File: src/rtl/demux_reg.sv
// demux_reg: registered 1-to-N_OUTS demultiplexer with one holding slot per
// output channel. Each slot is a valid bit plus a WIDTH-bit payload and drains
// independently through its own valid/ready handshake.
//
// Optional feature macro: DEMUX_OOB_ERR_EN
//   When defined, adds the sticky err_oob output. It is set by any accepted
//   entry whose select is out of range (only possible when N_OUTS is not a
//   power of two). Without the macro such entries are silently dropped.
module demux_reg #(
    parameter int WIDTH     = 1,
    parameter int N_OUTS    = 2,
    localparam int SEL_WIDTH = $clog2(N_OUTS)
) (
    input  logic                      clk,
    input  logic                      rst_aL,
    input  logic                      flush,
    input  logic                      in_valid,
    output logic                      in_ready,
    input  logic [SEL_WIDTH-1:0]      in_sel,
    input  logic [WIDTH-1:0]          in_data,
    output logic [N_OUTS-1:0]         out_valid,
    input  logic [N_OUTS-1:0]         out_ready,
    output logic [N_OUTS*WIDTH-1:0]   out_data
`ifdef DEMUX_OOB_ERR_EN
    ,
    output logic                      err_oob
`endif
);

    // One-hot decode of in_sel; all-zero means the select is out of range.
    logic [N_OUTS-1:0] sel_match;
    // Slot can take a new entry: empty now, or being released this cycle.
    logic [N_OUTS-1:0] slot_free;
    logic              sel_legal;
    logic              sel_free;
    logic              accept;

    genvar gi;
    generate
        for (gi = 0; gi < N_OUTS; gi++) begin : g_slot
            logic             valid_reg;
            logic [WIDTH-1:0] data_reg;
            logic             release_now;
            logic             write_now;

            assign sel_match[gi] = (in_sel == SEL_WIDTH'(gi));
            assign release_now   = valid_reg & out_ready[gi];
            assign slot_free[gi] = ~valid_reg | out_ready[gi];
            assign write_now     = accept & sel_match[gi];

            // Slot state: flush beats everything, a refill beats a release
            // so a same-cycle release+refill leaves the new payload valid.
            always_ff @(posedge clk or negedge rst_aL) begin
                if (!rst_aL) begin
                    valid_reg <= 1'b0;
                    data_reg  <= '0;
                end else if (flush) begin
                    valid_reg <= 1'b0;
                end else if (write_now) begin
                    valid_reg <= 1'b1;
                    data_reg  <= in_data;
                end else if (release_now) begin
                    valid_reg <= 1'b0;
                end
            end

            assign out_valid[gi]                   = valid_reg;
            assign out_data[gi*WIDTH +: WIDTH]     = data_reg;
        end
    endgenerate

    assign sel_legal = |sel_match;
    assign sel_free  = |(sel_match & slot_free);

    // Ready ignores in_valid. Illegal selects are always consumed (and
    // dropped) so a bad entry can never wedge the upstream producer.
    assign in_ready = rst_aL & ~flush & (sel_free | ~sel_legal);
    assign accept   = in_valid & in_ready;

`ifdef DEMUX_OOB_ERR_EN
    // Sticky out-of-range flag; only reset clears it, flush does not.
    always_ff @(posedge clk or negedge rst_aL) begin
        if (!rst_aL) begin
            err_oob <= 1'b0;
        end else if (accept && !sel_legal) begin
            err_oob <= 1'b1;
        end
    end
`endif

endmodule
File: config.mk
export PLATFORM = sky130hd
export DESIGN_NAME = demux_reg
export DESIGN_NICKNAME = d
export VERILOG_FILES = /design/src/rtl/demux_reg.sv
export SDC_FILE = /design/constraint.sdc
export NUM_CORES = 1
export LEC_CHECK = 0
export ABC_CLOCK_PERIOD_IN_PS = 1700
export CAP_MARGIN = 15
export CORE_AREA = 10 10 47 49
export CTS_BUF_LIST = sky130_fd_sc_hd__clkbuf_4
export DETAILED_ROUTE_END_ITERATION = 7
export DIE_AREA = 0 0 57 59
export GPL_ROUTABILITY_DRIVEN = 0
export SYNTH_ARGS = -nofsm -noshare
export SYNTH_HDL_FRONTEND = slang
export SYNTH_SLANG_ARGS = --single-unit
File: constraint.sdc
create_clock -name clk -period 1.7 [get_ports clk]
set_clock_uncertainty 0.15 [all_clocks]
set_input_delay 0.17 -clock clk [delete_from_list [all_inputs] [get_ports clk]]
set_output_delay 0.17 -clock clk [all_outputs]
set_load 0.01 [all_outputs]
# == Word level (Yosys, flattened, before mapping) ==
# Cells that the tools add are included.
# totals
register_bits,4
# classes
n_mux,6
n_bitwise,14
reduce_logical,5
# ops
op,n
1-bit bitwise AND,7
1-bit two-way mux,6
3-bit nonzero test,2
1-bit inverter,4
2-bit AND reduction,2
2-bit bitwise AND,1
1-bit OR,2
2-bit OR reduction,1

# == Logic depth before layout (Yosys ltp) ==
# Gate-level depths: netlist of the first run.
# depth
ltp_word,9
ltp_mapped,3
ltp_nobuf,3

# == Worst setup path before layout of the first run ==
# No wires, ideal clock.
# synth_timing
path_kind,register to register
startpoint,register g_slot[0].valid_reg
endpoint,register g_slot[0].data_reg
setup_time_ns,0.128
arrival_ns,0.873
path_slack_ns,0.549
path_stages_with_launch,4
path_buffers,0
period_less_slack_ns,1.151
path_cell_list,dfrtp_1 > nand2b_1 > nand4b_1 > mux2_1
# synth_via
elab_chain_cells,8
# synth_rtl
item,line,source
from (decl),41,logic valid_reg;
from (signal assigned),55,valid_reg <= 1'b0;
from (signal assigned),58,valid_reg <= 1'b0;
from (signal assigned),60,valid_reg <= 1'b1;
1-bit inverter,48,assign slot_free[gi] = ~valid_reg | out_ready[gi];
1-bit OR,48,
2-bit bitwise AND,73,assign sel_free = |(sel_match & slot_free);
2-bit OR reduction,73,
1-bit bitwise AND,77,assign in_ready = rst_aL & ~flush & (sel_free | ~sel_legal);
1-bit bitwise AND,78,assign accept = in_valid & in_ready;
1-bit bitwise AND,49,assign write_now = accept & sel_match[gi];
2-bit AND reduction (no line),-,
to (signal assigned),61,data_reg <= in_data;
to (decl),42,logic [WIDTH-1:0] data_reg;
# No other way between the ends.
# A chain may end at the register's enable or synchronous reset.

# == Worst setup path in the final report of the first run ==
# layout_timing
startpoint,input port rst_aL
endpoint,output port in_ready
# layout_via
elab_chain_cells,2
# layout_rtl
item,line,source
from (decl),15,"input logic rst_aL,"
1-bit bitwise AND (2 in series),77,
to (decl),18,"output logic in_ready,"
# No other way between the ends.

==> run metrics, run 1 <==
Post-synth ARST share 100%; critical path type input pin to output pin; Post-layout nets 42; cell count after synthesis 19; Yosys warning total 0; syn nets 27; drt total wl 535 um; hold buffer count at cts 0; remaining antenna violation count 0; Die H 59 um; max-slew violations 0; Max-cap violations 0; Yosys cell types 10; crit path launch type input pin; worst hold-check path type input pin to asynchronous set/reset pin; io pins 13; min Tclk post-route 1.58 ns; Leakage 0.152 nW; Synth area leader dfrtp_1; setup bufs post-CTS 0; vias 179; GRT Overall Usage 3.64%; register area share after synthesis 46.5%; GRT overflow 0; Cell Pwr Density 829 nW/um^2; CTS tree done; synth-to-layout area growth 68.0%; RSZ-0062 raised after global routing no; Rows 14; period utilization 93.2%; first-pass GRT wire length 855 um; initial antenna violation count 0; hold slack 0.0979 ns; Num CTS Buffers 3; crit path DAT 1.26 ns; Clock Path Buffers 2; Worst-Margin Slew 0.115 ns; vias in the first global route 193; # DRC 0; die footprint 3360 um^2; pin count of the biggest net entering global routing 5; Yosys reg bits 4; endpoint type of the worst setup path output pin; Rel. slew slack 92.1%; total core area 1400 um^2; synth cell count leaders buf_4, dfrtp_1, mux2_1, nand2b_1, o21ai_0; first-pass detailed-route iteration total 2; Vias/cell 3.73; Tot Pwr 300 uW; Skew-Pair Late Insertion Delay 0.23 ns; CP max FO 3; Post-synth EDFFs 0; 1st-iter DRT viols 1; CTS Root Cell clkbuf_4; Setup Viol. Count Final 0; Highest Clock Rate 631 MHz; Main synth FF type dfrtp_1; Sink Count 4; IO Port Bufs 12; n_diodes 0; Clk pin slew, worst setup/hold paths 0.04 ns; WL per Instance 11.1 um; Synth Cell Area 215 um^2; Synth top area share 46.5%; main area contributors after synthesis dfrtp_1, buf_4, mux2_1, nand2b_1, mux2i_1; Worst Path Required 1.38 ns; die width 57 um; initial core utilization 15.4%; Syn Area/Cell 11.3 um^2; Peak VDD IR 133 uV; post_cts resized 1; ratio of cells with drive above 1 in the final layout 18.8%; Fin. Hold Viols 0; H-tree depth 1; status finished clean
## worst paths after layout
kind,from,to,slack [ns],cells past startpoint
max,rst_aL,in_ready,0.12,4
min,rst_aL,g_slot[0].valid_reg$_DFFE_PN0P_,0.1,2
max reg2reg,g_slot[1].valid_reg$_DFFE_PN0P_,g_slot[1].data_reg$_DFFE_PN0P_,0.38,4
min reg2reg,g_slot[1].data_reg$_DFFE_PN0P_,g_slot[1].data_reg$_DFFE_PN0P_,0.34,1
max in group asynchronous,rst_aL,g_slot[1].data_reg$_DFFE_PN0P_,1.20,2
min in group clk,g_slot[1].data_reg$_DFFE_PN0P_,g_slot[1].data_reg$_DFFE_PN0P_,0.34,1
## worst max-delay path, stage by stage
cell and delay, ns:
clkdlybuf4s50_1 0.49, nor2b_2 0.19, nor2b_1 0.14, dlygate4sd2_1 0.28
## per-layer routing
layer / share of wire [%] / GRT usage (%) / vias to the layer above
met4: 0 / 6.04 / 0
met1: 46 / 3.71 / 80
met3: 15 / 3.00 / 0
li1: - / - / 89
met2: 39 / 3.26 / 10
met5: 0 / 0 / -
## stage by stage
step	setup slack, ns	utilization [%]	TNS (ns)	std cells	area, um^2
finish	0.116	25.8	0	48	362
global route	0.0602	25.8	0	48	362
CTS	0.107	25.8	0	48	362
detailed placement	-0.146	24.3	-0.146	45	340
global placement	-0.155	24.3	-0.155	45	340
floorplan	0.549	-	0	19	215
## cells in the final DEF (no fill, tap or decap)
master,synthesis,routed
buf_4,4,2
clkbuf_4,0,3
clkdlybuf4s50_1,0,11
dfrtp_1,4,4
dlygate4sd2_1,0,1
mux2_1,2,2
mux2i_1,1,1
nand2b_1,2,2
nand4_1,1,1
nand4b_1,1,1
nor2b_1,1,1
nor2b_2,1,1
o21ai_0,2,2
## where the power goes
group          switching [mW]  internal, mW  leakage [nW]
Sequential            0.00566         0.108        0.0513
Combinational          0.0243        0.0474        0.0870
Clock                  0.0357        0.0787        0.0138
## logic make-up after synthesis
| kind of cell | after synthesis | synth area share [%] |
|---|---|---|
| flops | 4 | 46.5 |
| simple gates | 6 | 19.8 |
| compound gates | 2 | 4.65 |
| mux | 3 | 15.1 |
| buf+inv | 4 | 14.0 |
## final cells by class
type                            count  area, um^2
Clock buffer                        3        22.5
Timing Repair Buffer               14         134
Fill cell                         165        1040
Sequential cell                     4         100
Tap cell                           16        20.0
Multi-Input combinational cell     11        85.1
(Power assumes the default switching activity.)
==> run 2: changes to the inputs <==
--- a/config.mk
+++ b/config.mk
@@ -7,10 +7,10 @@
 export LEC_CHECK = 0
 export ABC_CLOCK_PERIOD_IN_PS = 1700
 export CAP_MARGIN = 15
-export CORE_AREA = 10 10 47 49
+export CORE_AREA = 5 5 42 44
 export CTS_BUF_LIST = sky130_fd_sc_hd__clkbuf_4
 export DETAILED_ROUTE_END_ITERATION = 7
-export DIE_AREA = 0 0 57 59
+export DIE_AREA = 0 0 47 49
 export GPL_ROUTABILITY_DRIVEN = 0
 export SYNTH_ARGS = -nofsm -noshare
 export SYNTH_HDL_FRONTEND = slang
==> run metrics, run 2 (synthesized netlist as in run 1, its figures left out) <==
max-slew violations 0 (unchanged); synth-to-layout area growth 68.0% (unchanged); Clock Path Buffers 2 (unchanged); Worst-Margin Slew 0.162 ns (+0.0475 ns); Clk pin slew, worst setup/hold paths 0.04 ns (about the same); remaining antenna violation count 0 (unchanged); reg2reg end g_slot[1].data_reg$_DFFE_PN0P_; CP Buf/Inv Count 2 (unchanged); RSZ-0062 raised after global routing no; drt total wl 527 um (-1.5%); crit path launch type input pin; initial core utilization 15.4% (unchanged); Reg2Reg Depth 4 (unchanged); Fin. Hold Viols 0 (unchanged); Num CTS Buffers 3 (unchanged); Critical Path Stages 4 (unchanged); Worst path slowest cell clkdlybuf4s50_1; ratio of cells with drive above 1 in the final layout 18.8% (unchanged); die width 47 um (-18%); Reg-to-Reg Start g_slot[1].valid_reg$_DFFE_PN0P_; Final HPWL DP 456 um; n_diodes 0 (unchanged); fin cells 48 (unchanged); Rel. slew slack 89.1% (-3.1 points); Setup crit end in_ready; CP top delay family buffers and inverters; die footprint 2300 um^2 (-32%); GRT overflow 0 (unchanged); setup bufs post-CTS 0 (unchanged); placed insts 45 (unchanged); IO Port Bufs 12 (unchanged); total core area 1400 um^2 (unchanged); most frequent cells in the layout clkdlybuf4s50_1, dfrtp_1, clkbuf_4; CTS tree done; Peak VDD IR 178 uV (+33%); Skew-Pair Late Insertion Delay 0.23 ns (about the same); commonest non-fill, non-tap cell in the layout clkdlybuf4s50_1; period utilization 91.8% (-1.4 points); final worst slack 0.139 ns (+0.0234 ns); vias 186 (+3.9%); setup slack, reg-to-reg 0.40 ns (+0.02 ns); Cell Pwr Density 829 nW/um^2 (about the same); Leakage 0.152 nW (unchanged); H-tree depth 1 (unchanged); post_cts resized 1 (unchanged); GRT Overall Usage 5.08% (+1.4 points); Max-cap violations 0 (unchanged); endpoint type of the worst setup path output pin; hold buffer count at cts 0 (unchanged); Post-layout nets 42 (unchanged); Place WS -0.138 ns (+0.00735 ns); Vias/cell 3.88 (+3.9%); CP Launch Point rst_aL; Worst Path Required 1.38 ns (about the same); vias in the first global route 193 (unchanged); crit path DAT 1.24 ns (-0.02 ns); Sink Count 4 (unchanged); pin count of the biggest net entering global routing 5 (unchanged); Setup Viol. Count Final 0 (unchanged); first-pass detailed-route iteration total 4 (+2); Rows 14 (unchanged); status finished clean; CP max FO 3 (unchanged); min Tclk post-route 1.56 ns (-0.0234 ns); Highest Clock Rate 641 MHz (+1.5%); initial antenna violation count 0 (unchanged); # DRC 0 (unchanged); worst hold-check path type input pin to asynchronous set/reset pin; critical path type input pin to output pin; CTS Root Cell clkbuf_4; first-pass GRT wire length 745 um (-13%); CP max stage delay 0.47 ns (-0.02 ns); cells along the critical path clkdlybuf4s50_1 > nor2b_2 > nor2b_1 > dlygate4sd2_1; io pins 13 (unchanged); WL per Instance 11.0 um (-1.5%); Die H 49 um (-17%); 1st-iter DRT viols 3 (+2)
==> run 2: power by group <==
group | leakage (nW) | switching (mW) | internal (mW)
registers | 0.0513 | 0.00547 | 0.108
clock network | 0.0138 | 0.0365 | 0.0788
logic | 0.0870 | 0.0236 | 0.0473
==> run 2: cell type report <==
cell class | count | area (um^2)
flip-flops and latches | 4 | 100
repair buffers | 14 | 134
fillers | 162 | 1040
multi-input cells | 11 | 85.1
clock buffers | 3 | 22.5
well taps | 16 | 20.0
==> run 2: how the worst min path moves through the flow <==
stage	cells past startpoint	startpoint	endpoint	slack [ns]
after global routing	2	rst_aL	g_slot[1].data_reg$_DFFE_PN0P_	0.1
after detailed placement	2	rst_aL	g_slot[1].data_reg$_DFFE_PN0P_	0.32
after floorplan	0	rst_aL	g_slot[0].data_reg$_DFFE_PN0P_	-0.28
after CTS	2	rst_aL	g_slot[1].valid_reg$_DFFE_PN0P_	0.07
final	2	rst_aL	g_slot[1].valid_reg$_DFFE_PN0P_	0.07
after global placement	2	rst_aL	g_slot[0].valid_reg$_DFFE_PN0P_	0.33
==> run 2: per-stage QoR <==
stage | TNS (ns) | area (um^2) | hold slack (ns) | power (mW) | util, %
4_1_cts | 0 | 362 | 0.0747 | 0.308 | 25.8
3_3_place_gp | -0.159 | 340 | 0.330 | 0.187 | 24.3
6_report | 0 | 362 | 0.0735 | 0.300 | 25.8
3_5_place_dp | -0.138 | 340 | 0.320 | 0.188 | 24.3
2_1_floorplan | 0 | 215 | -0.276 | 0.152 | -
5_1_grt | 0 | 362 | 0.0996 | 0.313 | 25.8
==> run 2: routing by layer <==
| metal | track usage, % | vias up | part of all wire, % |
|---|---|---|---|
| met3 | 4.43 | 0 | 19 |
| li1 | - | 89 | - |
| met4 | 4.15 | 0 | 0 |
| met5 | 0 | - | 0 |
| met1 | 5.31 | 86 | 33 |
| met2 | 6.11 | 11 | 48 |
==> run 3: changes to the inputs <==
--- a/config.mk
+++ b/config.mk
@@ -12,6 +12,7 @@
 export DETAILED_ROUTE_END_ITERATION = 7
 export DIE_AREA = 0 0 47 49
 export GPL_ROUTABILITY_DRIVEN = 0
+export SKIP_CTS_REPAIR_TIMING = 1
 export SYNTH_ARGS = -nofsm -noshare
 export SYNTH_HDL_FRONTEND = slang
 export SYNTH_SLANG_ARGS = --single-unit
==> run metrics, run 3 (synthesized netlist as in run 1, its figures left out) <==
status finished clean; 1st-iter DRT viols 3 (unchanged); GRT overflow 0 (unchanged); crit path DAT 1.14 ns (-0.10 ns); total core area 1400 um^2 (unchanged); max-slew violations 0 (unchanged); Register Area 100 um^2 (unchanged); Sink Count 4 (unchanged); Fin Setup TNS 0 ns (unchanged); pin count of the biggest net entering global routing 5 (unchanged); Max-cap violations 0 (unchanged); drt total wl 526 um (-0.19%); min Tclk post-route 1.46 ns (-0.102 ns); Fin. Hold Viols 0 (unchanged); Worst Path Required 1.38 ns (about the same); Final HPWL DP 456 um (unchanged); commonest non-fill, non-tap cell in the layout clkdlybuf4s50_1; IO Port Bufs 12 (unchanged); # fillers 161 (-0.62%); Reg2Reg Depth 4 (unchanged); # DRC 0 (unchanged); Rel. slew slack 89.1% (unchanged); endpoint type of the worst setup path output pin; worst hold-check path type input pin to asynchronous set/reset pin; die width 47 um (unchanged); period utilization 85.8% (-6.0 points); final worst slack 0.241 ns (+0.102 ns); setup slack, reg-to-reg 0.40 ns (about the same); Skew-Pair Late Insertion Delay 0.23 ns (about the same); H-tree depth 1 (unchanged); Setup Viol. Count Final 0 (unchanged); first-pass GRT wire length 745 um (unchanged); synth-to-layout area growth 69.8%; Worst-Margin Slew 0.162 ns (-0.000000119 ns); io pins 13 (unchanged); Die H 49 um (unchanged); Rows 14 (unchanged); first-pass detailed-route iteration total 4 (unchanged); CTS tree done; final core utilization 26.1% (+0.27 points); CTS Root Cell clkbuf_4; GRT Overall Usage 5.08% (unchanged); vias in the first global route 193 (unchanged); fin area 365 um^2 (+1.0%); crit path launch type input pin; CP max FO 3 (unchanged); RSZ-0062 raised after global routing no; critical path type input pin to output pin; vias 186 (unchanged); Num CTS Buffers 3 (unchanged); most frequent cells in the layout clkdlybuf4s50_1, dfrtp_1, clkbuf_4; Peak VDD IR 178 uV (about the same); multi-input gate area in the final layout 85.1 um^2 (unchanged); Cell Pwr Density 822 nW/um^2 (-0.82%); Highest Clock Rate 685 MHz (+7.0%); n_diodes 0 (unchanged); Clk pin slew, worst setup/hold paths 0.04 ns (about the same); cell area after placement 340 um^2 (unchanged); die footprint 2300 um^2 (unchanged); Clock Path Buffers 2 (unchanged); initial antenna violation count 0 (unchanged); remaining antenna violation count 0 (unchanged); WL per Instance 11.0 um (-0.19%); initial core utilization 15.4% (unchanged); Vias/cell 3.88 (unchanged); Place WS -0.138 ns (unchanged); Leakage 0.163 nW (+7.2%); ratio of cells with drive above 1 in the final layout 18.8% (unchanged); Post-layout nets 42 (unchanged)
## run 3: metal layers
| metal | global-route usage [%] | share of wire (%) | vias to the layer above |
|---|---|---|---|
| li1 | - | - | 89 |
| met1 | 5.31 | 33 | 86 |
| met2 | 6.11 | 48 | 11 |
| met3 | 4.43 | 18 | 0 |
| met4 | 4.15 | 0 | 0 |
| met5 | 0 | 0 | - |
## run 3: report_power, final
group / total (mW) / internal [mW] / switching (mW)
logic: 0.0716 / 0.0479 / 0.0237
registers: 0.114 / 0.108 / 0.00547
clock network: 0.115 / 0.0788 / 0.0365
total: 0.300 / 0.235 / 0.0656
## run 3: final timing paths
kind / end / startpoint
worst min-delay path: g_slot[1].valid_reg$_DFFE_PN0P_ / rst_aL
max in group asynchronous: g_slot[0].data_reg$_DFFE_PN0P_ / rst_aL
worst max-delay path: in_ready / rst_aL
min in group clk: g_slot[0].data_reg$_DFFE_PN0P_ / g_slot[0].data_reg$_DFFE_PN0P_
worst max register to register: g_slot[1].data_reg$_DFFE_PN0P_ / g_slot[1].valid_reg$_DFFE_PN0P_
worst min register to register: g_slot[0].data_reg$_DFFE_PN0P_ / g_slot[0].data_reg$_DFFE_PN0P_
## run 3: metrics by stage
step | cells | hold WS (ns) | power (mW)
5_1_grt | 48 | 0.0996 | 0.313
6_report | 48 | 0.0735 | 0.300
4_1_cts | 48 | 0.0747 | 0.309
2_1_floorplan | 19 | -0.276 | 0.152
3_5_place_dp | 45 | 0.320 | 0.188
3_3_place_gp | 45 | 0.330 | 0.187
## run 3: layout make-up
class,instances,share of cell area [%]
multi-input cells,11,23.3
well taps,16,5.48
repair buffers,14,37.7
clock buffers,3,6.16
flip-flops and latches,4,27.4
## run 3: worst max-delay path: stages
cell             delay (ns)
clkdlybuf4s50_1        0.47
nor2b_2                0.19
nor2b_1                0.14
dlymetal6s2s_1         0.17
==> patch: new RTL, settings of run 3 <==
Set the parameter `N_OUTS` to 4 (it was 2).
--- a/src/rtl/demux_reg.sv
+++ b/src/rtl/demux_reg.sv
@@ -8,7 +8,7 @@
 //   power of two). Without the macro such entries are silently dropped.
 module demux_reg #(
     parameter int WIDTH     = 1,
-    parameter int N_OUTS    = 2,
+    parameter int N_OUTS    = 4,
     localparam int SEL_WIDTH = $clog2(N_OUTS)
 ) (
     input  logic                      clk,
Ports: changed (resized in_sel, out_data, out_ready and out_valid); port bits go from 13 to 20. The function was not compared with the original's and may differ.
==> patch against run 3 <==
Synthesized cell count is 120% higher; sequential power is 98% higher; die area stayed put; sequential cell count is 4 higher; count of clock-buffer cells in the layout stayed put; sequential share of layout area is 0.23 points lower; design area is 100% higher; worst setup slack worse by 0.18 ns; non-clock buffer count is 17 higher; routed wire length is 100% higher; power is 72% higher; worst hold slack better by 0.088 ns; synthesized area is 110% higher.
==> patch: results (changes against run 3) <==
[cells_and_area]
fin_nets=80  ; +90%
final_cell_area_um2=737  ; +100%
drive_gt1_share_pct=31.3  ; +13 points

[sta]
hold_ws_ns=0.162  ; +0.0883 ns
tightest_slew_ns=0.279  ; +0.116 ns

[logic_synthesis]
ys_top_cells_by_count=buf_4, dfrtp_1, mux2_2
synth_nets=52  ; +93%
synth-seq-area-share_pct=43.7  ; -2.8 points
synth.avg_cell_area_um2=11.2  ; -1.4%

[global_route]
grt_pass1_wl_um=1720  ; +130%
grt_util_all_layers_pct=10.4  ; +5.3 points
grt_start_max_net_pins=7  ; +2
grt_util_met2_pct=14.5  ; +8.4 points

[detailed_routing]
routed_wl_um=1060  ; +100%
wl_met3_um=81  ; -16%
routedWlPerCell_um=12.8  ; +16%
vias_per_cell=4.70  ; +21%

[clocking]
clock_latency_ns=0.25  ; +0.02 ns

[run_status]
status=completed

[power_and_ir_drop]
switching_share_pct=23.7  ; +1.9 points

[placement]
placed_area_um2=691  ; +100%
dpl_worst_slack_ns=-0.520  ; -0.382 ns

[setup_path]
r2r-end=g_slot[0].data_reg
reg2reg_from=g_slot[0].valid_reg
path_delay_family=simple AND/OR/NAND/NOR gates
crit_arrival_ns=1.62  ; +0.48 ns

[patch: cell type report]
cell class	instances	share of cell area [%]
clock buffer	3	3.06
inverter	2	1.02
multi-input combinational	23	26.7
sequential	8	27.2
tap	16	2.72
timing repair buffer	31	39.4
[patch: cell families after synthesis]
kind of cell    share of synthesized area (%)
compound gates                           6.56
buf+inv                                  14.8
flops                                    43.7
mux                                      12.8
simple gates                             22.1
[patch: worst max path at each step]
stage                   startpoint            endpoint  slack [ns]  cells after the start
2_1_floorplan  g_slot[2].valid_reg            in_ready        0.30                      3
3_3_place_gp             in_sel[0]            in_ready       -0.51                      5
3_5_place_dp             in_sel[0]            in_ready       -0.52                      5
4_1_cts                  in_sel[0]            in_ready       -0.52                      5
5_1_grt                      flush  g_slot[1].data_reg       0.004                      4
6_report                     flush  g_slot[1].data_reg        0.07                      4
[patch: power groups by stage]
stage	logic, uW	registers, uW	clock network, uW
final	148	226	143
after global routing	160	231	159
after CTS	150	227	149
after detailed placement	149	230	0
after global placement	149	230	0
after floorplan	82.1	227	0
